$ cat src/rtl/riscv_mstage.sv
// Memory-access stage: one outstanding req/ack data-memory transaction per instruction,
// byte-lane steering for stores and aligned, extended load data for write-back.
module riscv_mstage #(
   parameter int width = 64
) (
   input  logic             i_riscv_mstage_clk,
   input  logic             i_riscv_mstage_rst,
   input  logic             i_riscv_mstage_valid,
   input  logic             i_riscv_mstage_memread,
   input  logic             i_riscv_mstage_memwrite,
   input  logic [2:0]       i_riscv_mstage_funct3,
   input  logic [width-1:0] i_riscv_mstage_addr,
   input  logic [width-1:0] i_riscv_mstage_wdata,
   input  logic             i_riscv_mstage_flush,
   output logic             o_riscv_mstage_dmreq,
   output logic             o_riscv_mstage_dmwe,
   output logic [width-1:0] o_riscv_mstage_dmaddr,
   output logic [width-1:0] o_riscv_mstage_dmwdata,
   output logic [7:0]       o_riscv_mstage_dmmask,
   input  logic             i_riscv_mstage_dmack,
   input  logic [width-1:0] i_riscv_mstage_dmrdata,
   output logic             o_riscv_mstage_stall,
   output logic [width-1:0] o_riscv_mstage_rdata,
   output logic             o_riscv_mstage_rvalid,
   output logic             o_riscv_mstage_misaligned,
   output logic [width-1:0] o_riscv_mstage_badaddr
);

   typedef enum logic [1:0] {IDLE, BUSY, DONE} state_t;

   state_t           state;
   logic [2:0]       f3;
   logic [2:0]       off_q;
   logic [2:0]       f3_q;
   logic             killed;
   logic             is_wr;
   logic             access;
   logic             mis;
   logic             start;
   logic [7:0]       mask;
   logic [width-1:0] shifted;
   logic [width-1:0] ext;

   // 111 has no encoding of its own; it behaves as a doubleword access
   assign f3     = (i_riscv_mstage_funct3 == 3'b111) ? 3'b011 : i_riscv_mstage_funct3;
   assign is_wr  = i_riscv_mstage_memwrite & ~i_riscv_mstage_memread;
   assign access = (state == IDLE) & i_riscv_mstage_valid & ~i_riscv_mstage_flush &
                   (i_riscv_mstage_memread | i_riscv_mstage_memwrite);

   always_comb begin
      mis  = 1'b0;
      mask = 8'hFF;
      unique case (f3[1:0])
         2'b00: begin mis = 1'b0;                          mask = 8'h01 << i_riscv_mstage_addr[2:0]; end
         2'b01: begin mis = i_riscv_mstage_addr[0];        mask = 8'h03 << i_riscv_mstage_addr[2:0]; end
         2'b10: begin mis = |i_riscv_mstage_addr[1:0];     mask = 8'h0F << i_riscv_mstage_addr[2:0]; end
         2'b11: begin mis = |i_riscv_mstage_addr[2:0];     mask = 8'hFF; end
      endcase
   end

   assign start                     = access & ~mis;
   assign o_riscv_mstage_misaligned = access & mis;
   assign o_riscv_mstage_badaddr    = o_riscv_mstage_misaligned ? i_riscv_mstage_addr : '0;
   assign o_riscv_mstage_stall      = start | (state == BUSY);

   // Load alignment and extension use the offset/size captured at accept time
   assign shifted = i_riscv_mstage_dmrdata >> {off_q, 3'b000};

   always_comb begin
      ext = shifted;
      unique case (f3_q[1:0])
         2'b00: ext = {{(width-8){~f3_q[2] & shifted[7]}},   shifted[7:0]};
         2'b01: ext = {{(width-16){~f3_q[2] & shifted[15]}}, shifted[15:0]};
         2'b10: ext = {{(width-32){~f3_q[2] & shifted[31]}}, shifted[31:0]};
         2'b11: ext = shifted;
      endcase
   end

   always_ff @(posedge i_riscv_mstage_clk or negedge i_riscv_mstage_rst) begin
      if (!i_riscv_mstage_rst) begin
         state                  <= IDLE;
         o_riscv_mstage_dmreq   <= 1'b0;
         o_riscv_mstage_dmwe    <= 1'b0;
         o_riscv_mstage_dmaddr  <= '0;
         o_riscv_mstage_dmwdata <= '0;
         o_riscv_mstage_dmmask  <= 8'h00;
         o_riscv_mstage_rdata   <= '0;
         o_riscv_mstage_rvalid  <= 1'b0;
         off_q                  <= 3'b000;
         f3_q                   <= 3'b000;
         killed                 <= 1'b0;
      end else begin
         unique case (state)
            IDLE: begin
               o_riscv_mstage_rvalid <= 1'b0;
               killed                <= 1'b0;
               if (start) begin
                  state                  <= BUSY;
                  o_riscv_mstage_dmreq   <= 1'b1;
                  o_riscv_mstage_dmwe    <= is_wr;
                  o_riscv_mstage_dmaddr  <= {i_riscv_mstage_addr[width-1:3], 3'b000};
                  o_riscv_mstage_dmwdata <= i_riscv_mstage_wdata << {i_riscv_mstage_addr[2:0], 3'b000};
                  o_riscv_mstage_dmmask  <= mask;
                  off_q                  <= i_riscv_mstage_addr[2:0];
                  f3_q                   <= f3;
               end
            end
            BUSY: begin
               // A flush cannot withdraw the request; the result is just discarded
               if (i_riscv_mstage_flush) killed <= 1'b1;
               if (i_riscv_mstage_dmack) begin
                  o_riscv_mstage_dmreq <= 1'b0;
                  if (killed | i_riscv_mstage_flush) begin
                     state  <= IDLE;
                     killed <= 1'b0;
                  end else begin
                     state <= DONE;
                     if (!o_riscv_mstage_dmwe) begin
                        o_riscv_mstage_rdata  <= ext;
                        o_riscv_mstage_rvalid <= 1'b1;
                     end
                  end
               end
            end
            DONE: begin
               o_riscv_mstage_rvalid <= 1'b0;
               state                 <= IDLE;
            end
            default: state <= IDLE;
         endcase
      end
   end

endmodule

$ cat config.mk
export PLATFORM = sky130hd
export DESIGN_NAME = riscv_mstage
export DESIGN_NICKNAME = d
export VERILOG_FILES = /design/src/rtl/riscv_mstage.sv
export SDC_FILE = /design/constraint.sdc
export NUM_CORES = 1
export LEC_CHECK = 0
export ABC_AREA = 1
export BUFFER_PORTS_ARGS = -buffer_cell sky130_fd_sc_hd__buf_2
export CORE_AREA = 2 2 237 122
export CTS_BUF_LIST = sky130_fd_sc_hd__clkbuf_8
export CTS_CLUSTER_DIAMETER = 150
export CTS_CLUSTER_SIZE = 25
export DETAILED_ROUTE_END_ITERATION = 10
export DIE_AREA = 0 0 239 124
export MAX_ROUTING_LAYER = met4
export PLACE_DENSITY = 0.75
export SYNTH_ARGS = -nofsm -noshare
export SYNTH_HDL_FRONTEND = slang
export SYNTH_SLANG_ARGS = --single-unit
$ cat constraint.sdc
create_clock -name i_riscv_mstage_clk -period 5.2 [get_ports i_riscv_mstage_clk]
set_clock_uncertainty 0.05 [all_clocks]
set_input_delay 1.04 -clock i_riscv_mstage_clk [delete_from_list [all_inputs] [get_ports i_riscv_mstage_clk]]
set_output_delay 1.04 -clock i_riscv_mstage_clk [all_outputs]
set_load 0.01 [all_outputs]
==> impl_metrics.env <==
export IMPL_status="finished clean"
export IMPL_clkSinkCount=209
export IMPL_path_class="input port to output pin"
export IMPL_ys_types=37
export IMPL_post_cts_setup_buffers=0
export IMPL_layout_commonest_cell="nand2_1"
export IMPL_start_util_pct=44.7
export IMPL_grt_pass1_wl_mm=64.1
export IMPL_via_per_inst=5.23
export IMPL_cts_tree="yes"
export IMPL_hold_viol=0
export IMPL_slew_violations=0
export IMPL_place_gp_congestion=0.968
export IMPL_layout_common_cells="nand2_1, buf_2, nor2_1, dfrtp_1, nand3_1"
export IMPL_min_period_over_period_pct=79.8
export IMPL_hold_ws_ps=446
export IMPL_drt_iter0_markers=1274
export IMPL_max_stage_delay_ps=730
export IMPL_num_fill_cells=2793
export IMPL_cts_root_buffer_cell="clkbuf_8"
export IMPL_power_frac_seq_pct=41.9
export IMPL_core_area_mm2=0.0274
export IMPL_critPathLaunchType="input port"
export IMPL_worst_pin_slew_ps=1100
export IMPL_yosysSeqAreaShare_pct=42.6
export IMPL_crit_chain="buf_2, inv_1, ha_1, o21ai_0, a31o_2, nor2_2, inv_2, nor2_1, buf_2"
export IMPL_crit_slowest_cell="inv_2"
export IMPL_die_w_um=239
export IMPL_drive_above_1_share_pct=24.7
export IMPL_ios=471
export IMPL_antenna_found_initial=5
export IMPL_required_ps=4110
export IMPL_synth_seq_cells=209
export IMPL_max_slew_margin_pct=26.7
export IMPL_cts_htree_levels=1
export IMPL_drtPass1Iterations=5
export IMPL_rsz0062_at_grt="no"
export IMPL_clk_pin_slew_ps=150
export IMPL_rows=43
export IMPL_synth_cells=1796
export IMPL_p_leak_nw=8.33
export IMPL_tns_ps=0
export IMPL_die_h_um=124
export IMPL_grt_pass1_vias=11781
export IMPL_fmax_mhz=241
export IMPL_cts_buffer_depth=3
export IMPL_nets=2378
export IMPL_area_growth_pct=20.0
export IMPL_dp_hpwl_mm=31.1
export IMPL_grt_total_usage_pct=28.3
export IMPL_path_common_cell="buf_2"
export IMPL_intPower_mw=3.37
export IMPL_hold_path_class="flop to flop"
export IMPL_switching_share_pct=42.8
export IMPL_cp_end_kind="output pin"
export IMPL_p_per_area_mw_per_mm2=400
export IMPL_worst_path_max_fanout=64
export IMPL_routed_wl_mm=42.5
export IMPL_p_clk_share_pct=13.0
export IMPL_grt_overflow_total=0
export IMPL_cts_resized=0
export IMPL_arrival_ps=3060
export IMPL_grt_max_degree=120
export IMPL_hold_buffers=0
export IMPL_drc=0
export IMPL_setup_viol=0
export IMPL_p_sw_mw=2.52
export IMPL_cts_made_buffers=12
export IMPL_avgSynthCellArea_um2=6.83
export IMPL_dr_total_vias=13276
export IMPL_min_period_ps=4150
export IMPL_synth_area_mm2=0.0123
export IMPL_port_buffers=467
export IMPL_ir_drop_mv=0.176
export IMPL_post_drt_wl_per_cell_um=16.7
export IMPL_comb_power_share_pct=45.0
export IMPL_drtAntennaViolNets=0
export IMPL_die_area_mm2=0.0296
export IMPL_maxCapViolCount=0
export IMPL_ys_warnings_count=0
export IMPL_clk_latency_ps=530
[power by group through the flow]
stage	registers [mW]	clock network, mW	logic [mW]
6_report	2.47	0.768	2.65
5_1_grt	2.53	0.855	2.95
4_1_cts	2.47	0.792	2.65
3_5_place_dp	2.50	0	2.65
3_3_place_gp	2.49	0	2.61
2_1_floorplan	2.71	0	1.38
[metrics by stage]
step	cells	instance area (um^2)	utilization [%]	worst slack [ps]	total power, mW
detailed placement	2517	14500	52.8	1110	5.14
CTS	2533	14700	53.6	1090	5.91
floorplan	1798	12300	-	1890	4.09
global placement	2517	14500	52.8	1240	5.10
finish	2538	14700	53.6	1050	5.89
global route	2538	14700	53.6	914	6.33
[path summary, 6_finish.rpt]
path,start,end,slack [ps],depth (start not counted)
worst min-delay path,o_riscv_mstage_rdata[30]$_DFFE_PN0P_,o_riscv_mstage_rdata[30]$_DFFE_PN0P_,450,2
worst max-delay path,i_riscv_mstage_funct3[0],o_riscv_mstage_badaddr[42],1050,9
worst min register to register,o_riscv_mstage_rdata[30]$_DFFE_PN0P_,o_riscv_mstage_rdata[30]$_DFFE_PN0P_,450,2
max in group asynchronous,i_riscv_mstage_rst,o_riscv_mstage_dmwdata[52]$_DFFE_PN0P_,3490,2
worst max register to register,off_q[0]$_DFFE_PN0P_,o_riscv_mstage_rdata[16]$_DFFE_PN0P_,2560,9
min in group asynchronous,i_riscv_mstage_rst,o_riscv_mstage_rdata[43]$_DFFE_PN0P_,530,1
[flip-flops by register name, summed over array words and instances (netlist names)]
name and count:
o_riscv_mstage_rvalid 1, o_riscv_mstage_dmreq 1, o_riscv_mstage_dmmask 8, f3_q 3
killed 1, o_riscv_mstage_rdata 64, o_riscv_mstage_dmwe 1, o_riscv_mstage_dmaddr 61
state 2, o_riscv_mstage_dmwdata 64, off_q 3
[per-layer routing]
metal  wire length [um]  GRT usage (%)
met1              18000           38.1
met5                  0              -
met2              20200           44.5
met3               3000           3.79
met4               1270           9.45
[synthesized netlist by cell type]
library cell / instances / area (um^2)
o21bai_1: 6 / 45.0
nand2_1: 569 / 2140
o21ai_1: 109 / 546
nor3_4: 1 / 16.3
a211oi_1: 2 / 15.0
buf_6: 9 / 101
nand3_2: 1 / 10.0
dfrtp_1: 209 / 5230
nand4_1: 8 / 50.1
nor4_1: 1 / 6.26
buf_2: 61 / 305
buf_1: 5 / 18.8
a31oi_1: 7 / 43.8
nor3_1: 4 / 20.0
a21oi_1: 41 / 205
conb_1: 1 / 3.75
o22ai_1: 8 / 50.1
nor3_2: 2 / 20.0
nand2_4: 1 / 11.3
nor2_1: 286 / 1070
o211ai_2: 1 / 12.5
inv_2: 6 / 22.5
ha_1: 5 / 62.6
nand3_1: 127 / 636
clkbuf_1: 23 / 86.3
nand2_2: 2 / 12.5
o21ai_0: 119 / 596
or2_2: 16 / 100
nor2_2: 1 / 6.26
or2_1: 2 / 12.5
o211ai_1: 17 / 128
inv_1: 109 / 409
o21a_1: 3 / 22.5
clkinv_1: 1 / 3.75
a31o_2: 1 / 8.76
inv_4: 1 / 6.26
buf_4: 31 / 233
[cell families after synthesis]
| family | Yosys count | synth area share (%) |
|---|---|---|
| adder cells (fa/ha/maj) | 5 | 0.510 |
| flip-flops | 209 | 42.6 |
| buffers and inverters | 246 | 9.67 |
| AND/OR/NAND/NOR | 1021 | 33.5 |
| AO/OA/AOI/OAI | 314 | 13.6 |
| other | 1 | 0.0306 |
[worst max-delay path, delay by kind of cell]
| kind | cells | cell delay (ps) |
|---|---|---|
| AOI/OAI and AO/OA | 2 | 430 |
| adders and majority gates | 1 | 250 |
| buffers and inverters | 4 | 1120 |
| and+or+nand+nor | 2 | 170 |
[cell type report]
cell class | instances | area [um^2] | area share (%)
Sequential cell | 209 | 5230 | 35.6
Clock buffer | 13 | 179 | 1.22
Tap cell | 360 | 450 | 3.06
Inverter | 117 | 442 | 3.00
Clock inverter | 3 | 23.8 | 0.162
Timing Repair Buffer | 488 | 2500 | 17.0
Multi-Input combinational cell | 1343 | 5870 | 39.9
Antenna cell | 5 | 12.5 | 0.0850
Power figures use the tool's default switching activity.
